<file path="src/rtl/pong_sound_pkg.sv">
// Shared definitions for the Pong sound sequencer: effect codes, note table
// constants and the default tick divider.
package pong_sound_pkg;

  // Codes are ordered by priority so a plain magnitude compare decides preemption.
  typedef enum logic [1:0] {
    EFF_NONE   = 2'd0,
    EFF_WALL   = 2'd1,
    EFF_PADDLE = 2'd2,
    EFF_SCORE  = 2'd3
  } effect_t;

  typedef enum logic {
    IDLE = 1'b0,
    PLAY = 1'b1
  } seq_state_t;

  localparam int unsigned DEFAULT_TICK_DIVIDE = 50000;

  localparam int unsigned SCORE_HALF0  = 47801;
  localparam int unsigned SCORE_HALF1  = 37936;
  localparam int unsigned SCORE_HALF2  = 31888;
  localparam int unsigned PADDLE_HALF0 = 56818;
  localparam int unsigned WALL_HALF0   = 113636;

  localparam logic [7:0] SCORE_DUR  = 8'd80;
  localparam logic [7:0] PADDLE_DUR = 8'd50;
  localparam logic [7:0] WALL_DUR   = 8'd30;

  function automatic logic [1:0] note_count(input effect_t eff);
    case (eff)
      EFF_SCORE:  note_count = 2'd3;
      EFF_PADDLE: note_count = 2'd1;
      EFF_WALL:   note_count = 2'd1;
      default:    note_count = 2'd0;
    endcase
  endfunction

endpackage

</file>
<file path="src/rtl/ms_tick.sv">
// Duration prescaler: counts 0..TickDivide-1, flags the wrap cycle with Tick.
module ms_tick
  import pong_sound_pkg::*;
#(
  parameter int unsigned TickDivide = DEFAULT_TICK_DIVIDE
) (
  input  logic Clock,
  input  logic Reset,
  input  logic Clear,
  output logic Tick
);

  localparam int unsigned CountBits = $clog2(TickDivide);
  localparam logic [CountBits-1:0] LastCount = CountBits'(TickDivide - 1);

  logic [CountBits-1:0] count;

  always_ff @(posedge Clock or negedge Reset) begin
    if (!Reset) begin
      count <= '0;
    end else if (Clear || count == LastCount) begin
      count <= '0;
    end else begin
      count <= count + 1'b1;
    end
  end

  assign Tick = (count == LastCount);

endmodule

</file>
<file path="src/rtl/pong_sound_sequencer.sv">
// Plays fixed tone effects for Pong events by stepping through a small note
// table and driving the tone generator's half-period input.
module pong_sound_sequencer
  import pong_sound_pkg::*;
#(
  parameter int unsigned NumberOfBits = 20,
  parameter int unsigned TickDivide   = DEFAULT_TICK_DIVIDE
) (
  input  logic                    Clock,
  input  logic                    Reset,
  input  logic                    PaddleHit,
  input  logic                    WallHit,
  input  logic                    Score,
  input  logic                    Mute,
  output logic [NumberOfBits-1:0] HalfPeriod,
  output logic                    Busy
);

  seq_state_t state_q, state_d;
  effect_t    effect_q, effect_d;
  logic [1:0] idx_q, idx_d;
  logic [7:0] remaining_q, remaining_d;
  logic [NumberOfBits-1:0] half_d;
  logic       busy_d;

  logic    tick, clear;
  effect_t ev, lk_eff;
  logic [1:0] lk_idx;
  logic [NumberOfBits-1:0] lk_half;
  logic [7:0] lk_dur;
  logic    accept, note_end, has_next;

  ms_tick #(.TickDivide(TickDivide)) u_tick (
    .Clock (Clock),
    .Reset (Reset),
    .Clear (clear),
    .Tick  (tick)
  );

  always_comb begin
    if (Score)          ev = EFF_SCORE;
    else if (PaddleHit) ev = EFF_PADDLE;
    else if (WallHit)   ev = EFF_WALL;
    else                ev = EFF_NONE;
  end

  assign accept   = !Mute && (ev != EFF_NONE) && (state_q == IDLE || ev >= effect_q);
  assign note_end = (state_q == PLAY) && tick && (remaining_q == 8'd1);
  assign has_next = (idx_q + 2'd1) < note_count(effect_q);
  // One lookup serves both a fresh effect (note 0) and the next note of the current one.
  assign lk_eff   = accept ? ev : effect_q;
  assign lk_idx   = accept ? 2'd0 : idx_q + 2'd1;

  always_comb begin
    lk_half = '0;
    lk_dur  = '0;
    case (lk_eff)
      EFF_SCORE: begin
        lk_dur = SCORE_DUR;
        case (lk_idx)
          2'd0:    lk_half = NumberOfBits'(SCORE_HALF0);
          2'd1:    lk_half = NumberOfBits'(SCORE_HALF1);
          2'd2:    lk_half = NumberOfBits'(SCORE_HALF2);
          default: lk_half = '0;
        endcase
      end
      EFF_PADDLE: begin
        lk_dur  = PADDLE_DUR;
        lk_half = NumberOfBits'(PADDLE_HALF0);
      end
      EFF_WALL: begin
        lk_dur  = WALL_DUR;
        lk_half = NumberOfBits'(WALL_HALF0);
      end
      default: begin
        lk_dur  = '0;
        lk_half = '0;
      end
    endcase
  end

  always_comb begin
    state_d     = state_q;
    effect_d    = effect_q;
    idx_d       = idx_q;
    remaining_d = remaining_q;
    half_d      = HalfPeriod;
    busy_d      = Busy;
    clear       = 1'b0;
    if (Mute || (note_end && !has_next && !accept)) begin
      state_d     = IDLE;
      effect_d    = EFF_NONE;
      idx_d       = '0;
      remaining_d = '0;
      half_d      = '0;
      busy_d      = 1'b0;
      clear       = 1'b1;
    end else if (accept || note_end) begin
      state_d     = PLAY;
      effect_d    = lk_eff;
      idx_d       = lk_idx;
      remaining_d = lk_dur;
      half_d      = lk_half;
      busy_d      = 1'b1;
      clear       = 1'b1;
    end else if (state_q == PLAY && tick) begin
      remaining_d = remaining_q - 8'd1;
    end else if (state_q == IDLE) begin
      clear = 1'b1;
    end
  end

  always_ff @(posedge Clock or negedge Reset) begin
    if (!Reset) begin
      state_q     <= IDLE;
      effect_q    <= EFF_NONE;
      idx_q       <= '0;
      remaining_q <= '0;
      HalfPeriod  <= '0;
      Busy        <= 1'b0;
    end else begin
      state_q     <= state_d;
      effect_q    <= effect_d;
      idx_q       <= idx_d;
      remaining_q <= remaining_d;
      HalfPeriod  <= half_d;
      Busy        <= busy_d;
    end
  end

endmodule

</file>
<file path="config.mk">
export PLATFORM = sky130hd
export DESIGN_NAME = pong_sound_sequencer
export DESIGN_NICKNAME = d
export VERILOG_FILES = /design/src/rtl/pong_sound_pkg.sv /design/src/rtl/ms_tick.sv /design/src/rtl/pong_sound_sequencer.sv
export SDC_FILE = /design/constraint.sdc
export NUM_CORES = 1
export LEC_CHECK = 0
export CAP_MARGIN = 20
export CELL_PAD_IN_SITES_DETAIL_PLACEMENT = 1
export CELL_PAD_IN_SITES_GLOBAL_PLACEMENT = 1
export CORE_ASPECT_RATIO = 1.1
export CORE_MARGIN = 4
export CORE_UTILIZATION = 43
export CTS_CLUSTER_DIAMETER = 30
export DETAILED_ROUTE_END_ITERATION = 7
export PLACE_DENSITY_LB_ADDON = 0.3
export SLEW_MARGIN = 15
export SYNTH_ARGS = -nofsm -noshare
export SYNTH_HDL_FRONTEND = slang
export SYNTH_HIERARCHICAL = 1
export SYNTH_SLANG_ARGS = --single-unit
</file>
<file path="constraint.sdc">
create_clock -name Clock -period 3.37 [get_ports Clock]
set_input_delay 0.337 -clock Clock [delete_from_list [all_inputs] [get_ports Clock]]
set_output_delay 0.337 -clock Clock [all_outputs]
set_load 0.005 [all_outputs]
</file>
Word level (Yosys, flattened, before mapping) --
Cells that the tools add are included.
Word-level totals: register bits after elaboration 49, input bits 6, output and inout bits 21, logic and storage cells 65
Cells by class: add/sub/neg operators 3, $lt $le $gt $ge 2, equal/unequal tests 10, mux-type cells 25, bitwise operators 1, reductions and logical operators 18
Operators with widths (count):
- $pmux W20 S3 | 1
- $pmux W16 S3 | 1
- $mux W20 | 2
- $mux W8 | 3
- $pmux W7 S3 | 1
- $add A16 B1 Y16 const B | 1
- $eq A16 B16 Y1 const B | 1
- $mux W16 | 1
- $mux W2 | 8
- $eq A2 B2 Y1 const B | 5
- $eq A8 B1 Y1 const B | 1
- $sub A8 B1 Y8 const B | 1
- $mux W1 | 7
- $eq A2 B1 Y1 const B | 3
- $logic_and A1 B1 Y1 | 6
- $logic_or A1 B1 Y1 | 4
- $pmux W2 S2 | 1
- $reduce_bool A2 Y1 | 2
- $logic_not A1 Y1 | 3
- $reduce_bool A3 Y1 | 1
- $add A2 B1 Y2 const B | 1
- $ge A2 B2 Y1 | 1
- $logic_not A2 Y1 | 1
- $lt A2 B2 Y1 | 1
- other kinds (2) | 2

Longest topological paths before layout --
Gate-level depths: netlist of the first run.
depth after elaboration 12, depth in mapped cells 12, gate-level depth less buffers 11

Hierarchy --
The synthesis of the first run kept the hierarchy.
Modules (own cells, without submodules):
- pong_sound_sequencer | times used 1, cells an instance 172, area each 1634.1 um^2
- ms_tick | times used 1, cells an instance 80, area each 792.0 um^2

Worst setup path after synthesis of the first run --
Ideal clock, no wire load.
path type input to register, start input Score, end register HalfPeriod[4], setup time 121 ps, arrival 2397 ps, required time 3249 ps, setup slack 852 ps, cell stages on the path 11, path buffers 0, cell sequence or2_2 > ha_1 > nor2b_1 > a21boi_1 > o21ai_0 > a22oi_2 > inv_1 > ha_1 > nand2b_1 > mux2i_1 > a22o_1
Between the ends: cells in the longest elaborated chain, start to end 10, elaborated cells on any way between the ends 23, classes of those cells 1 x order compare; 5 x eq/ne; 7 x mux; 10 x reduce/logical
Ends and longest elaborated chain:
- start: declaration | line pong_sound_sequencer.sv:13 | input logic Score,
- $mux W2 * | line pong_sound_sequencer.sv:41 | if (Score) ev = EFF_SCORE;
- $ge A2 B2 Y1 / $reduce_bool A2 Y1 (equally long branches) | line pong_sound_sequencer.sv:47 | assign accept = !Mute && (ev != EFF_NONE) && (state_q == IDLE || ev >= effect_q);
- $logic_or A1 B1 Y1 / $logic_and A1 B1 Y1 (equally long branches) | line pong_sound_sequencer.sv:47
- $logic_and A1 B1 Y1 | line pong_sound_sequencer.sv:47
- $mux W2 | line pong_sound_sequencer.sv:52 | assign lk_idx = accept ? 2'd0 : idx_q + 2'd1;
- $eq A2 B2 Y1 (tied with other cells) | line pong_sound_sequencer.sv:60 | case (lk_idx)
- $pmux W16 S3 | line pong_sound_sequencer.sv:60
- $pmux W20 S3 | line pong_sound_sequencer.sv:57 | case (lk_eff)
- $mux W20 | line pong_sound_sequencer.sv:98 | end else if (accept || note_end) begin
- $mux W20 | line pong_sound_sequencer.sv:90 | if (Mute || (note_end && !has_next && !accept)) begin
- end signal: assignment | line pong_sound_sequencer.sv:126 | HalfPeriod <= half_d;
- end: declaration | line pong_sound_sequencer.sv:15 | output logic [NumberOfBits-1:0] HalfPeriod,
Mark *: on every way between the ends. The rest lies on a longest branch, timed or not. The select of a mux whose other input is x is not followed. A chain may end at the register's enable or synchronous reset.

Worst setup path after layout of the first run --
Ends and elaborated chain as after synthesis.

==> reports/summary.txt, run 1 <==
Status - complete, no violations
Layout cells sized above 1 - 8.364%
Starting Density - 44.68%
Top cell type's share of synthesized area - 42.29%
Antenna diodes - 0
CTS tree - done
Final hold vios - 0
Vias in the first global route - 2062
Postcts setup bufs - 0
Nets - 293
CTS Sinks - 41
Post-Syn Area - 2426 um2
Multi-input logic area - 1252 um2
Placed Cells - 343
Reg-to-reg slack, setup - 680 ps
Antenna violations before repair - 0
Clock Latency Late Sink - 290 ps
Largest net degree at the start of global routing - 42
Leak - 1.134 nW
Post-Route Setup TNS - 0 ps
Max Fclk - 0.3512 GHz
First-pass DRT Iterations - 4
# IOs - 27
Die W - 79.62 um
Wire per inst - 16.06 um
Comb pwr share - 42.5%
Crit Path Category - in -> reg
Max-cap violations - 0
Layout Cells excl Fill - 350
Port buffer count - 23
DR vias/cell - 5.351
Total number of vias - 1873
GRT Total Usage - 18.30%
Ys flop type - dfrtp_1
PostCTS Resize Cnt - 0
Cts hold-fix bufs - 0
Clk root buf - clkbuf_8
Final clock skew - 7.787 ps
Syn Area/Cell - 9.627 um2
Ys async rst share - 100.0%
Worst Setup Start Kind - input port
RSZ-0062 raised after global routing - no
Htree depth - 2
CP Max Fanout - 8
Post-route ant nets - 0
Final Setup Violations - 0
Pint - 1.125 mW
Max IR drop VDD - 0.4076 mV
Core Area - 5430 um2
Post-DP HPWL - 4222 um
Sw Ratio - 36.23%
Hold WC Path Type - in -> async
Crit. End Element - flop
Syn. warnings - 6
Final period util - 84.49%
NetSw - 0.6393 mW
Syn Inst Count - 252
Filler instances - 640
Most area-hungry cell type in the Yosys netlist - dfrtp_1
# DRC - 0
Fin crit period - 2847 ps
Max clock buf depth - 2
Yosys cell types - 50
Headroom to the max-slew limit - 38.02%
Most numerous cell in the Yosys netlist - dfrtp_1
Largest cells by area after synthesis - dfrtp_1 42%, ha_1 6.2%, xnor2_1 5.1%
Die area - 6909 um2
Gr ovfl total - 0
Clock Power Share - 18.4%
Sequential area share after synthesis - 42.29%
Post-synthesis register bit count - 41
CTS Buf Count - 5
Register area - 1026 um2
Routability congestion estimate - 0.7862
Iter 0 DRT Violations - 68
PD cells - 637.0 nW/um2
List of most frequent post-synthesis cells - 41 x dfrtp_1, 26 x nor2_1, 23 x nand2_1
Std cell rows - 28
P&R area growth vs syn - 14.18%
DRT Wirelength - 5620 um
WP data arrival - 3030 ps
Slew Limit Fails - 0
Global-route wire length before repair - 9970 um
Register share of total power - 39.1%
Slew @ Worst Pin - 929.7 ps
EDFF count, synth - 0
Worst EP required - 3560 ps
DIE HEIGHT - 86.78 um
Clk slew on worst S/H paths - 80 ps
[metal layers]
layer / global-route usage, % / vias to the layer above / part of all wire, %
met3: 3.119 / 8 / 1.9
met2: 32.73 / 22 / 54
met4: 8.125 / 0 / 1.9
li1: - / 918 / -
met5: 0 / - / 0
met1: 21.26 / 925 / 42
[critical path: stages]
cell and delay, ps:
clkdlybuf4s50_1 480, or2_2 360, ha_1 320, nor2b_1 160, a21boi_1 220, o21ai_0 120
a22oi_2 190, inv_1 110, ha_1 280, nand2b_1 140, mux2i_1 80, a22o_1 220
[layout make-up]
type                       instances  area share [%]
clock buffer                       7           3.117
inverter                          11           1.491
multi-input combinational        187           45.21
sequential                        41           37.04
tap                               75           3.388
timing repair buffer              29           9.756
[worst paths after layout]
check                                      from              end  depth (start not counted)
worst max-delay path                      Score    HalfPeriod[4]                         12
worst min-delay path                      Reset  u_tick/count[3]                          1
worst max register to register  u_tick/count[5]      effect_q[0]                          8
worst min register to register  u_tick/count[0]  u_tick/count[0]                          1
max in group asynchronous                 Reset      effect_q[0]                          1
min in group Clock              u_tick/count[0]  u_tick/count[0]                          1
[registers in the layout, summed over array words and instances, names as in the netlist]
name,count
remaining_q,8
effect_q,2
state_q,1
u_tick/count,16
HalfPeriod,12
idx_q,2
[layout by cell type (no fill, tap or decap), drive strengths merged, types with 2 or more instances in the layout]
| cell type | instances |
|---|---|
| a21bo | 2 |
| a21boi | 2 |
| a21oi | 4 |
| a22o | 11 |
| a22oi | 2 |
| buf | 7 |
| clkbuf | 7 |
| clkdlybuf4s50 | 22 |
| conb | 3 |
| dfrtp | 41 |
| ha | 12 |
| inv | 11 |
| mux2i | 5 |
| nand2 | 24 |
| nand2b | 6 |
| nand3 | 9 |
| nand4 | 3 |
| nand4b | 2 |
| nor2 | 27 |
| nor2b | 6 |
| nor3 | 12 |
| nor4 | 5 |
| o21ai | 15 |
| o22ai | 2 |
| or2 | 2 |
| or4 | 3 |
| or4b | 2 |
| xnor2 | 14 |
| xor2 | 3 |
[power groups by stage]
stage / Combinational (mW) / Clock [mW] / Sequential, mW
2_1_floorplan: 0.482 / 0 / 0.683
5_1_grt: 0.838 / 0.357 / 0.707
3_5_place_dp: 0.757 / 0 / 0.700
3_3_place_gp: 0.741 / 0 / 0.695
6_report: 0.749 / 0.324 / 0.691
4_1_cts: 0.762 / 0.339 / 0.691
[logic make-up (layout without fill, tap and decap cells)]
family,Yosys count,after routing,share of synthesized area (%)
mux,5,5,2.063
buf+inv,26,47,6.395
compound gates,47,47,14.80
simple gates,103,103,21.97
other cells,1,3,0.1546
xor+xnor,17,17,6.137
fa+ha+maj,12,12,6.189
flops,41,41,42.29
[metrics by stage]
stage | power [mW] | hold slack, ps | worst slack, ps | util, % | cell area [um2]
after global routing | 1.902 | 245.0 | 309.0 | 51.01 | 2770
after global placement | 1.435 | 474.4 | 313.3 | 49.42 | 2684
after CTS | 1.792 | 209.6 | 495.1 | 51.01 | 2770
after detailed placement | 1.457 | 482.9 | 187.0 | 49.42 | 2684
final | 1.764 | 179.3 | 522.7 | 51.01 | 2770
after floorplan | 1.164 | 41.41 | 852.2 | - | 2434
Note: power is estimated with default switching activity, not from simulation.
==> run 2, diff against run 1 <==
clock period = 2.7 ns   (was 3.37 ns; I/O delays follow)
==> reports/summary.txt, run 2 (synthesized netlist as in run 1, its figures left out) <==
Status - complete, no violations
Routability congestion estimate - 0.7717 (-1.8%)
Antenna diodes - 0 (unchanged)
Max clock buf depth - 2 (unchanged)
Nets - 319 (+8.9%)
Iter 0 DRT Violations - 56 (-18%)
Max Fclk - 0.3914 GHz
Cell Area, Placed - 2877 um2 (+7.2%)
Post-DP HPWL - 4610 um (+9.2%)
Htree depth - 2 (unchanged)
DIE HEIGHT - 86.78 um (unchanged)
Gr ovfl total - 0 (unchanged)
WP data arrival - 2740 ps (-290 ps)
Final Setup Violations - 0 (unchanged)
Max reg flops - 16 (unchanged)
Worst EP required - 2880 ps (-680 ps)
Reg-to-reg slack, setup - 160 ps (-520 ps)
Layout Cells excl Fill - 376 (+7.4%)
Multi-input logic area - 1272 um2 (+1.6%)
Layout cells sized above 1 - 16.94% (+8.6 points)
Global-route wire length before repair - 10620 um (+6.5%)
Total number of vias - 2010 (+7.3%)
DR vias/cell - 5.346 (-0.11%)
Slew Limit Fails - 0 (unchanged)
Setup WS pre-CTS - -223.1 ps (-410.1 ps)
R2R depth - 8 (unchanged)
Crit. End Element - flop
Headroom to the max-slew limit - 37.90% (-0.12 points)
Final setup margin - 145.3 ps (-377.4 ps)
DRT Wirelength - 6008 um (+6.9%)
Std cell rows - 28 (unchanged)
Slew @ Worst Pin - 931.6 ps (+1.830 ps)
Port buffer count - 23 (unchanged)
Hold WC Path Type - in -> async
Layout Utilization - 55.28% (+4.3 points)
Routed wl met3 - 198 um (+83%)
Max layer used - met4
Wire per inst - 15.98 um (-0.49%)
Vias in the first global route - 2172 (+5.3%)
CTS Sinks - 41 (unchanged)
PD cells - 777.1 nW/um2 (+22%)
Die area - 6909 um2 (unchanged)
Die W - 79.62 um (unchanged)
Starting Density - 44.68% (unchanged)
First-pass DRT Iterations - 4 (unchanged)
CTS tree - done
Register area - 1026 um2 (unchanged)
Reg2reg end - remaining_q[6]
Placed Cells - 367 (+7.0%)
Total Power - 2.333 mW (+32%)
Final clock skew - 3.539 ps (-4.248 ps)
Biggest regs - u_tick/count x16, HalfPeriod x12, remaining_q x8
# IOs - 27 (unchanged)
CTS Buf Count - 5 (unchanged)
Filler instances - 633 (-1.1%)
Clock Latency Late Sink - 290 ps (about the same)
Final hold vios - 0 (unchanged)
# DRC - 0 (unchanged)
Max IR drop VDD - 0.4420 mV (+8.4%)
Worst r2r src - u_tick/count[13]
Fin crit period - 2555 ps
P&R area growth vs syn - 23.72%
Design area - 3002 um2 (+8.4%)
Met2 wire length - 3265 um (+6.7%)
Crit Path Category - in -> reg
Largest net degree at the start of global routing - 42 (unchanged)
Clk root buf - clkbuf_8
Final period util - 94.62%
Core Area - 5430 um2 (unchanged)
GRT Total Usage - 19.50% (+1.2 points)
Antenna violations before repair - 0 (unchanged)
Post-route ant nets - 0 (unchanged)
Most frequent cells in the layout - 41 x dfrtp_1, 30 x buf_4, 26 x nor2_1, 23 x nand2_1, 22 x clkdlybuf4s50_1
Most common cell after layout, fill and taps aside - dfrtp_1
RSZ-0062 raised after global routing - yes
Leak - 1.284 nW (+13%)
Worst Setup Start Kind - input port
Top reg by flops - u_tick/count
Metal-1 WL - 2480 um (+5.8%)
Clk slew on worst S/H paths - 80 ps (about the same)
Cts hold-fix bufs - 0 (unchanged)
Post-Route Setup TNS - 0 ps (unchanged)
CP Max Fanout - 5 (-3)
WHS - 100.5 ps (-78.83 ps)
Max-cap violations - 0 (unchanged)
==> run 2: where the power goes <==
group          total [mW]  internal, mW  switching, mW
combinational        1.06         0.558          0.506
sequential          0.863         0.739          0.124
clock               0.405         0.203          0.202
==> run 2: cell type report <==
type	instances	area share (%)
Multi-Input combinational cell	187	42.39
Sequential cell	41	34.18
Timing Repair Buffer	55	16.05
Tap cell	75	3.126
Clock buffer	7	2.876
Inverter	11	1.376
==> run 2: worst max-delay path by stage <==
stage,endpoint,slack [ps],start
6_report,HalfPeriod[10],150,PaddleHit
3_5_place_dp,HalfPeriod[9],-220,PaddleHit
3_3_place_gp,HalfPeriod[4],-60,PaddleHit
2_1_floorplan,HalfPeriod[4],250,Score
5_1_grt,HalfPeriod[4],-30,PaddleHit
4_1_cts,HalfPeriod[15],20,u_tick/count[4]
==> run 2: repair_timing <==
item,4_1_cts,5_1_grt
pin swaps,0,3
gates resized for setup,1,5
endpoints found under the setup margin,4,17
gates cloned,0,0
setup buffers,0,2
==> run 2: routing by layer <==
metal / global-route usage, % / up-vias
met2: 36.07 / 29
met1: 22.28 / 995
met5: 0 / -
met4: 5.156 / 0
met3: 4.574 / 7
li1: - / 979
==> run 2: critical path: stages <==
cell,delay (ps)
clkdlybuf4s50_1,460
or2_2,310
ha_1,290
nor2b_1,150
a21boi_2,170
o21ai_1,250
nand2b_1,170
ha_1,320
nand2_1,60
mux2i_1,70
a22o_1,200
